### src/rtl/imem_loader.sv
// Program loader: turns a length-prefixed little-endian byte stream into aligned
// instruction-memory word writes, holding the CPU in reset until the load completes.
module imem_loader #(
  parameter int unsigned DEPTH = 128,
  parameter int unsigned CW    = $clog2(DEPTH + 1)
) (
  input  logic          clk,
  input  logic          rst_n,
  input  logic          start_i,
  input  logic [7:0]    rx_data_i,
  input  logic          rx_valid_i,
  output logic          rx_ready_o,
  output logic          mem_we_o,
  output logic [31:0]   mem_addr_o,
  output logic [31:0]   mem_wdata_o,
  output logic          cpu_hold_o,
  output logic          done_o,
  output logic          err_o,
  output logic [CW-1:0] words_loaded_o
);

  typedef enum logic [2:0] {
    StIdle, StLenLo, StLenHi, StData, StWrite, StDone, StError
  } state_e;

  state_e        state_q, state_d;
  logic [15:0]   n_q, n_d;
  logic [31:0]   asm_q, asm_d;
  logic [1:0]    idx_q, idx_d;
  logic [CW-1:0] words_q, words_d;
  logic [31:0]   addr_q, addr_d;
  logic [31:0]   wdata_q, wdata_d;
  logic          rx_ready_q, rx_ready_d;
  logic          we_q, we_d;
  logic          hold_q, hold_d;
  logic          done_q, done_d;
  logic          err_q, err_d;

  logic          fire;
  logic [15:0]   n_full;
  logic [31:0]   asm_next;
  logic [CW-1:0] words_inc;

  assign fire      = rx_valid_i && rx_ready_q;
  assign n_full    = {rx_data_i, n_q[7:0]};
  assign asm_next  = {rx_data_i, asm_q[31:8]};
  assign words_inc = words_q + CW'(1);

  always_comb begin
    state_d = state_q;
    n_d     = n_q;
    asm_d   = asm_q;
    idx_d   = idx_q;
    words_d = words_q;
    addr_d  = addr_q;
    wdata_d = wdata_q;
    case (state_q)
      StIdle, StDone, StError: begin
        if (start_i) state_d = StLenLo;
      end
      StLenLo: begin
        if (fire) begin
          n_d     = {8'h00, rx_data_i};
          state_d = StLenHi;
        end
      end
      StLenHi: begin
        if (fire) begin
          n_d = n_full;
          if (32'(n_full) > DEPTH) begin
            state_d = StError;
          end else begin
            // Zero-length also clears the count so words_loaded reflects this load.
            idx_d   = 2'd0;
            words_d = '0;
            state_d = (n_full == 16'd0) ? StDone : StData;
          end
        end
      end
      StData: begin
        if (fire) begin
          asm_d = asm_next;
          idx_d = idx_q + 2'd1;
          if (idx_q == 2'd3) begin
            addr_d  = 32'(words_q) << 2;
            wdata_d = asm_next;
            state_d = StWrite;
          end
        end
      end
      StWrite: begin
        words_d = words_inc;
        state_d = (32'(words_inc) == 32'(n_q)) ? StDone : StData;
      end
      default: state_d = StIdle;
    endcase

    // Outputs are registered from the next state so they align with it.
    rx_ready_d = (state_d == StLenLo) || (state_d == StLenHi) || (state_d == StData);
    we_d       = (state_d == StWrite);
    done_d     = (state_d == StDone);
    err_d      = (state_d == StError);
    hold_d     = (state_d != StDone);
  end

  always_ff @(posedge clk or negedge rst_n) begin
    if (!rst_n) begin
      state_q    <= StIdle;
      n_q        <= '0;
      asm_q      <= '0;
      idx_q      <= '0;
      words_q    <= '0;
      addr_q     <= '0;
      wdata_q    <= '0;
      rx_ready_q <= 1'b0;
      we_q       <= 1'b0;
      hold_q     <= 1'b1;
      done_q     <= 1'b0;
      err_q      <= 1'b0;
    end else begin
      state_q    <= state_d;
      n_q        <= n_d;
      asm_q      <= asm_d;
      idx_q      <= idx_d;
      words_q    <= words_d;
      addr_q     <= addr_d;
      wdata_q    <= wdata_d;
      rx_ready_q <= rx_ready_d;
      we_q       <= we_d;
      hold_q     <= hold_d;
      done_q     <= done_d;
      err_q      <= err_d;
    end
  end

  assign rx_ready_o     = rx_ready_q;
  assign mem_we_o       = we_q;
  assign mem_addr_o     = addr_q;
  assign mem_wdata_o    = wdata_q;
  assign cpu_hold_o     = hold_q;
  assign done_o         = done_q;
  assign err_o          = err_q;
  assign words_loaded_o = words_q;

endmodule

### config.mk
export PLATFORM = sky130hd
export DESIGN_NAME = imem_loader
export DESIGN_NICKNAME = d
export VERILOG_FILES = /design/src/rtl/imem_loader.sv
export SDC_FILE = /design/constraint.sdc
export NUM_CORES = 1
export LEC_CHECK = 0
export CAP_MARGIN = 20
export CORE_UTILIZATION = 55
export CTS_CLUSTER_DIAMETER = 150
export DETAILED_ROUTE_END_ITERATION = 16
export GPL_ROUTABILITY_DRIVEN = 0
export PLACE_DENSITY_LB_ADDON = 0.12
export SLEW_MARGIN = 20
export SYNTH_ARGS = -nofsm -noshare
export SYNTH_HDL_FRONTEND = slang
export SYNTH_SLANG_ARGS = --single-unit
### constraint.sdc
create_clock -name clk -period 5.68 [get_ports clk]
set_input_delay 0.568 -clock clk [delete_from_list [all_inputs] [get_ports clk]]
set_output_delay 0.568 -clock clk [all_outputs]
set_load 0.03 [all_outputs]
======== Word-level counts from Yosys, hierarchy flattened ========
Index checks and enable logic that the tools add are counted.
storage, ports and cells
  input bits .............................. 12
  word-level logic and storage cells ...... 70
  memories ................................ 0
  memory bits (writable) .................. 0
  bits in latches ......................... 0
  output and inout port bits .............. 77
  bits in registers ....................... 106
  bits in read-only memories .............. 0
operators by class
  shifts and indexed selects .............. 0
  bitwise gates (word level) .............. 1
  add/subtract/negate cells ............... 2
  eq/ne operators ......................... 19
  order comparisons ....................... 1
  divide/modulo/power cells ............... 0
  muxes and demuxes ....................... 19
  reduce and logical (&&, ||, !) cells .... 15
  multiply operators ...................... 0
operators with widths
  cell                                                  count
  2-to-1 mux 16 bit                                     2
  case mux 16 bit (2 select lines)                      1
  2-to-1 mux 3 bit                                      8
  == test 3 bit (second input constant)                 6
  == test 8 x 16 -> 1 bit                               1
  > comparator 16 x 8 -> 1 bit (second input constant)  1
  zero test 16 bit                                      1
  2-to-1 mux 8 bit                                      2
  case mux 8 bit (2 select lines)                       1
  case mux 3 bit (5 select lines)                       1
  == test 3 x 2 -> 1 bit (second input constant)        4
  AND reduction 3 bit                                   4
  adder 8 x 1 -> 8 bit (second input constant)          1
  inequality test 2 bit (second input constant)         4
  == test 3 x 1 -> 1 bit (second input constant)        2
  2-to-1 mux 2 bit                                      3
  nonzero test 2 bit                                    3
  case mux 2 bit (2 select lines)                       1
  AND reduction 4 bit                                   1
  zero test 3 bit                                       1
  inequality test 3 bit (second input constant)         1
  OR reduction 3 bit                                    1
  adder 2 x 1 -> 2 bit (second input constant)          1
  == test 2 bit (second input constant)                 1
  4 further kinds                                       5

======== Logic depth before layout (Yosys ltp) ========
  depth in word-level cells ............... 8
  mapped depth ............................ 6
  depth with buffers taken out ............ 6

======== Least setup slack after synthesis ========
OpenSTA, ideal clock, no wires.
  kind .................................... register -> register
  start ................................... register words_q[1], in the netlist words_loaded_o[1]
  end ..................................... register state_q[2]
  required time ........................... 5556 ps
  library setup time ...................... 124 ps
  stages on the path, launching flop included .. 7
  clock period less this slack ............ 2077 ps
  setup slack ............................. 3603 ps
  data arrival time ....................... 1953 ps
  buffers on the path ..................... 0
  cell sequence ........................... dfrtp_1 -> ha_1 -> a21oi_1 -> o311a_1 -> a211oi_1 -> a2111oi_4 -> or2_1
on the way
  longest elaborated chain between the ends .. 4
RTL lines
  item                             RTL line  text
  start: declaration               30        logic [CW-1:0] words_q, words_d;
  start signal: assignment         125       words_q <= words_d;
  adder 8 x 1 -> 8 bit             47        assign words_inc = words_q + CW'(1);
  == test 8 x 16 -> 1 bit          93        state_d = (32'(words_inc) == 32'(n_q)) ? StDone : StData;
  2-to-1 mux 3 bit                 93
  case mux 3 bit (5 select lines)  57        case (state_q)
  net state_d[2]                   26        state_e state_q, state_d;
  end signal: assignment           108       state_q <= StIdle;
  end signal: assignment           121       state_q <= state_d;
  end: declaration                 26
The timed path passes the listed nets, and every way through them passes these cells.
A chain may end at the register's enable or synchronous reset.

======== Final worst setup path ========
  start ................................... input port rx_valid_i
  end ..................................... register words_q[3], in the netlist words_loaded_o[3]
on the way
  longest elaborated chain between the ends .. 3
RTL lines
  item                                    RTL line  text
  start: declaration                      11        input logic rx_valid_i,
  logical AND 1 bit                       44        assign fire = rx_valid_i && rx_ready_q;
  inequality test 2 bit (no source line)  -
  AND reduction 3 bit (no source line)    -
No other way between the ends.

==> results by stage <==
Worst setup path:
- Walking the worst path, the cells encountered are clkdlybuf4s50_1 -> nand3b_1 -> nor2_1 -> a31oi_1 -> o21ai_0 -> o31ai_1.
- The data arrival time at the worst-slack endpoint is 2.64 ns.
- The setup path with the least slack is of type input pin to flip-flop.
- The critical path's largest stage delay is 0.55 ns.
- The startpoint of the most critical register-to-register path is words_loaded_o[0].
- STA classifies the critical path endpoint as a flip-flop.
- In this run the worst setup path begins at rx_valid_i.
- The required time of the critical path is 5.91 ns.
- The startpoint type of the worst setup path is an input pin.
- The highest fanout seen on the critical path is 10.
- Among all stages on the critical path, the largest delay is contributed by sky130_fd_sc_hd__nor2_1.

Synthesis:
- For this run, the leading register cell type out of synthesis is sky130_fd_sc_hd__dfrtp_1.
- The number of synthesized flops with an enable pin is 0.
- The synthesized design contains 98 register bits.
- The number of library cell types mapped by synthesis is 48.
- Of all cell types, the one taking the most synthesized area is sky130_fd_sc_hd__dfrtp_1.
- Sorting the synthesized cells by area gives the leading types as sky130_fd_sc_hd__dfrtp_1, sky130_fd_sc_hd__nand2_1, sky130_fd_sc_hd__mux2_2.
- The share of flip-flops with an asynchronous set or reset after synthesis is 100.0%.
- The proportion of synthesized chip area in sequential cells is 55.66%.
- The share of the synthesized area in the top cell type is 55.07%.
- Synthesis produced 442 cells.
- The Yosys warning count is 0.
- The synthesized netlist occupies a cell area of 4408 um2.
- The synthesized area per cell is 9.973 um2.

Global route:
- For this run the aggregate overflow at the end of global routing stands at 0.
- The via count of the first global-routing pass was 3133.
- The first global-routing pass estimated 15.23 mm of wire.
- Entering global routing, the biggest net connects 74 pins.
- In the global route stage, overall resource usage came out at 23.39%.
- The initial antenna violation count is 0.

Cells and area:
- The post-layout instance count excluding filler cells is 607.
- Relative to the synthesized area, the layout overhead comes to 18.05%.
- The library cell used most frequently in the layout, excluding fill and tap cells, is sky130_fd_sc_hd__nand2_1.
- Leaving out fill and tap cells, the most frequent cells in the layout are sky130_fd_sc_hd__nand2_1, sky130_fd_sc_hd__dfrtp_1, sky130_fd_sc_hd__clkdlybuf4s50_1.
- The multi-input combinational cells in the finished layout cover a total of 1773 um2.
- The count of fill cells added during filler insertion is 637.
- The antenna diode count is 0.
- The share of cells above drive strength 1 is 9.703%.
- The count of nets after finishing is 515.
- Across the whole layout, storage elements account for 2454 um2.

Timing:
- The worst pin sits at a relative slew slack of 41.81%.
- The setup clock skew after layout is 0.007876 ns.
- Counting I/O delays and the setup requirement, the final critical path takes 2.407 ns.
- The number of failing setup endpoints in the final timing report is 0.
- Setup repair after global routing left no endpoint under its margin.
- The hold violation total from the final report is 0.
- The maximum clock frequency is 0.4155 GHz.
- The final-report max-slew violation count is 0.
- In the finished design, the share of the clock period the worst path needs comes to 42.37%.
- The setup TNS is 0 ns.
- At the pin with the least slew margin, the transition time is 0.8728 ns.

Power and ir drop:
- The power per standard cell area is 559.3 nW/um2.
- Summed over all cells, the static leakage comes to 2.468 nW.
- Across the VDD grid, the largest voltage drop is 0.2922 mV.
- Power comes to 2.911 mW.

Place:
- The instance count after placement with tap cells included is 592.
- The number of buffers inserted by port buffering is 64.
- The total half-perimeter wirelength after legalization and detailed placement is 6.260 mm.

Clock network:
- The maximum number of buffers from clock root to sink is 2.
- For this design, the CTS-stage hold fixing added 0 buffers.
- TritonCTS built the clock tree.
- The number of setup buffers added after CTS is 0.
- Clock-pin slew was measured on the worst setup and hold paths at 0.10 ns.
- The TritonCTS sink count is 98.
- The insertion delay to the later sink of the worst-skew pair is 0.36 ns.
- Once the clock tree was built, the resizer swapped 0 gates to a different size.
- CTS built an H-tree with a depth of 3.
- The cell at the root of the clock tree is sky130_fd_sc_hd__clkbuf_8.
- The number of CTS-inserted buffers is 9.

Floorplanning:
- Measured along the y axis, the die boundary spans 91.53 um.
- The number of top-level pins is 89.
- The floorplan step set the die width to 91.53 um.
- The standard cell core area is 7727 um2.
- The die outline area is 8377 um2.
- The number of standard-cell rows in the floorplan is 32.
- The initial core utilization is 57.04%.

Detailed routing:
- The count of TritonRoute iterations in the first routing pass is 4.
- The routed layout has 3275 vias.
- Dividing the detail-routed via count by the number of cells gives 5.395.
- The routed wire length is 9.050 mm.
- The average wire per standard cell is 14.91 um.
- Once detail routing completed, the nets flagged for antenna violations numbered 0.
- After the first detailed-routing iteration, the DRC count stood at 282.
- The DRC violations left is 0.

Worst hold path:
- The class of the most critical hold timing path is input pin to async pin.

Status:
- The run finished with clean final reports.

Run:
- Across the run, the number of max-cap violations was 0.
[where the power goes]
| part | switching, mW | internal, mW |
|---|---|---|
| logic | 0.703 | 0.556 |
| clock network | 0.242 | 0.158 |
| registers | 0.263 | 0.989 |
| total | 1.21 | 1.70 |
[state kept, by name, summed over array words and instances, names as in the netlist]
| register | cells |
|---|---|
| mem_we_o | 1 |
| rx_ready_o | 1 |
| asm_q | 24 |
| mem_addr_o | 8 |
| n_q | 16 |
| state_q | 3 |
| done_o | 1 |
| words_loaded_o | 8 |
| idx_q | 2 |
| err_o | 1 |
| cpu_hold_o | 1 |
| mem_wdata_o | 32 |
[metal layers]
layer / vias up / routed length, um / track usage, %
met5: - / 0 / 0
met4: 0 / 200 / 9.788
met3: 13 / 380 / 4.020
met2: 83 / 4354 / 36.59
met1: 1610 / 4114 / 32.36
li1: 1569 / - / -
[area by class of cell]
type	instances	area share, %
multi-input cells	320	34.07
well taps	102	2.453
flip-flops and latches	98	47.15
clock buffers	9	2.380
clock inverters	6	0.8175
repair buffers	68	12.84
inverters	4	0.2885
[cells by family after synthesis]
family	count (synthesis)	synth area share, %
AND/OR/NAND/NOR	203	20.30
flip-flops	98	55.66
AO/OA/AOI/OAI	57	9.168
buffers and inverters	47	6.074
multiplexers	24	6.131
XOR/XNOR	9	1.788
adder cells (fa/ha/maj)	3	0.7947
other	1	0.08507
[cell usage after synthesis, drive strengths merged (3+ instances only)]
master and n:
nand2b 4, o211ai 3, buf 27, or3 4, nor2 8, and2 3
nand4 3, a211oi 4, o21ai 22, nor2b 3, nor3 4, nand3 8
or4 6, nand2 146, a22o 8, nor4 5, a21oi 6, xnor2 7
dfrtp 97, mux2 24, inv 4, clkbuf 16
[worst paths after layout]
kind | slack, ns | end | cells past startpoint
worst min-delay path | 0.09 | mem_addr_o[5] | 1
max in group asynchronous | 4.40 | asm_q[30] | 2
worst max register to register | 3.44 | rx_ready_o | 6
min in group clk | 0.48 | mem_wdata_o[0] | 2
worst min register to register | 0.48 | mem_wdata_o[0] | 2
worst max-delay path | 3.27 | words_loaded_o[3] | 6
[metrics by stage]
| step | setup WS, ns | util, % | cell area [um2] | hold slack (ns) |
|---|---|---|---|---|
| after global routing | 3.078 | 67.34 | 5204 | 0.1078 |
| after floorplan | 3.603 | - | 4494 | 0.2724 |
| after CTS | 3.371 | 67.34 | 5204 | 0.09402 |
| after detailed placement | 2.980 | 65.19 | 5037 | 0.4518 |
| final | 3.273 | 67.34 | 5204 | 0.08923 |
| after global placement | 3.062 | 65.19 | 5037 | 0.4511 |
[critical path: cells and delay by family]
| family | cells | cell delay, ns |
|---|---|---|
| AOI/OAI and AO/OA | 3 | 0.80 |
| buffers and inverters | 1 | 0.54 |
| and+or+nand+nor | 2 | 0.72 |
Power figures use the tool's default switching activity.
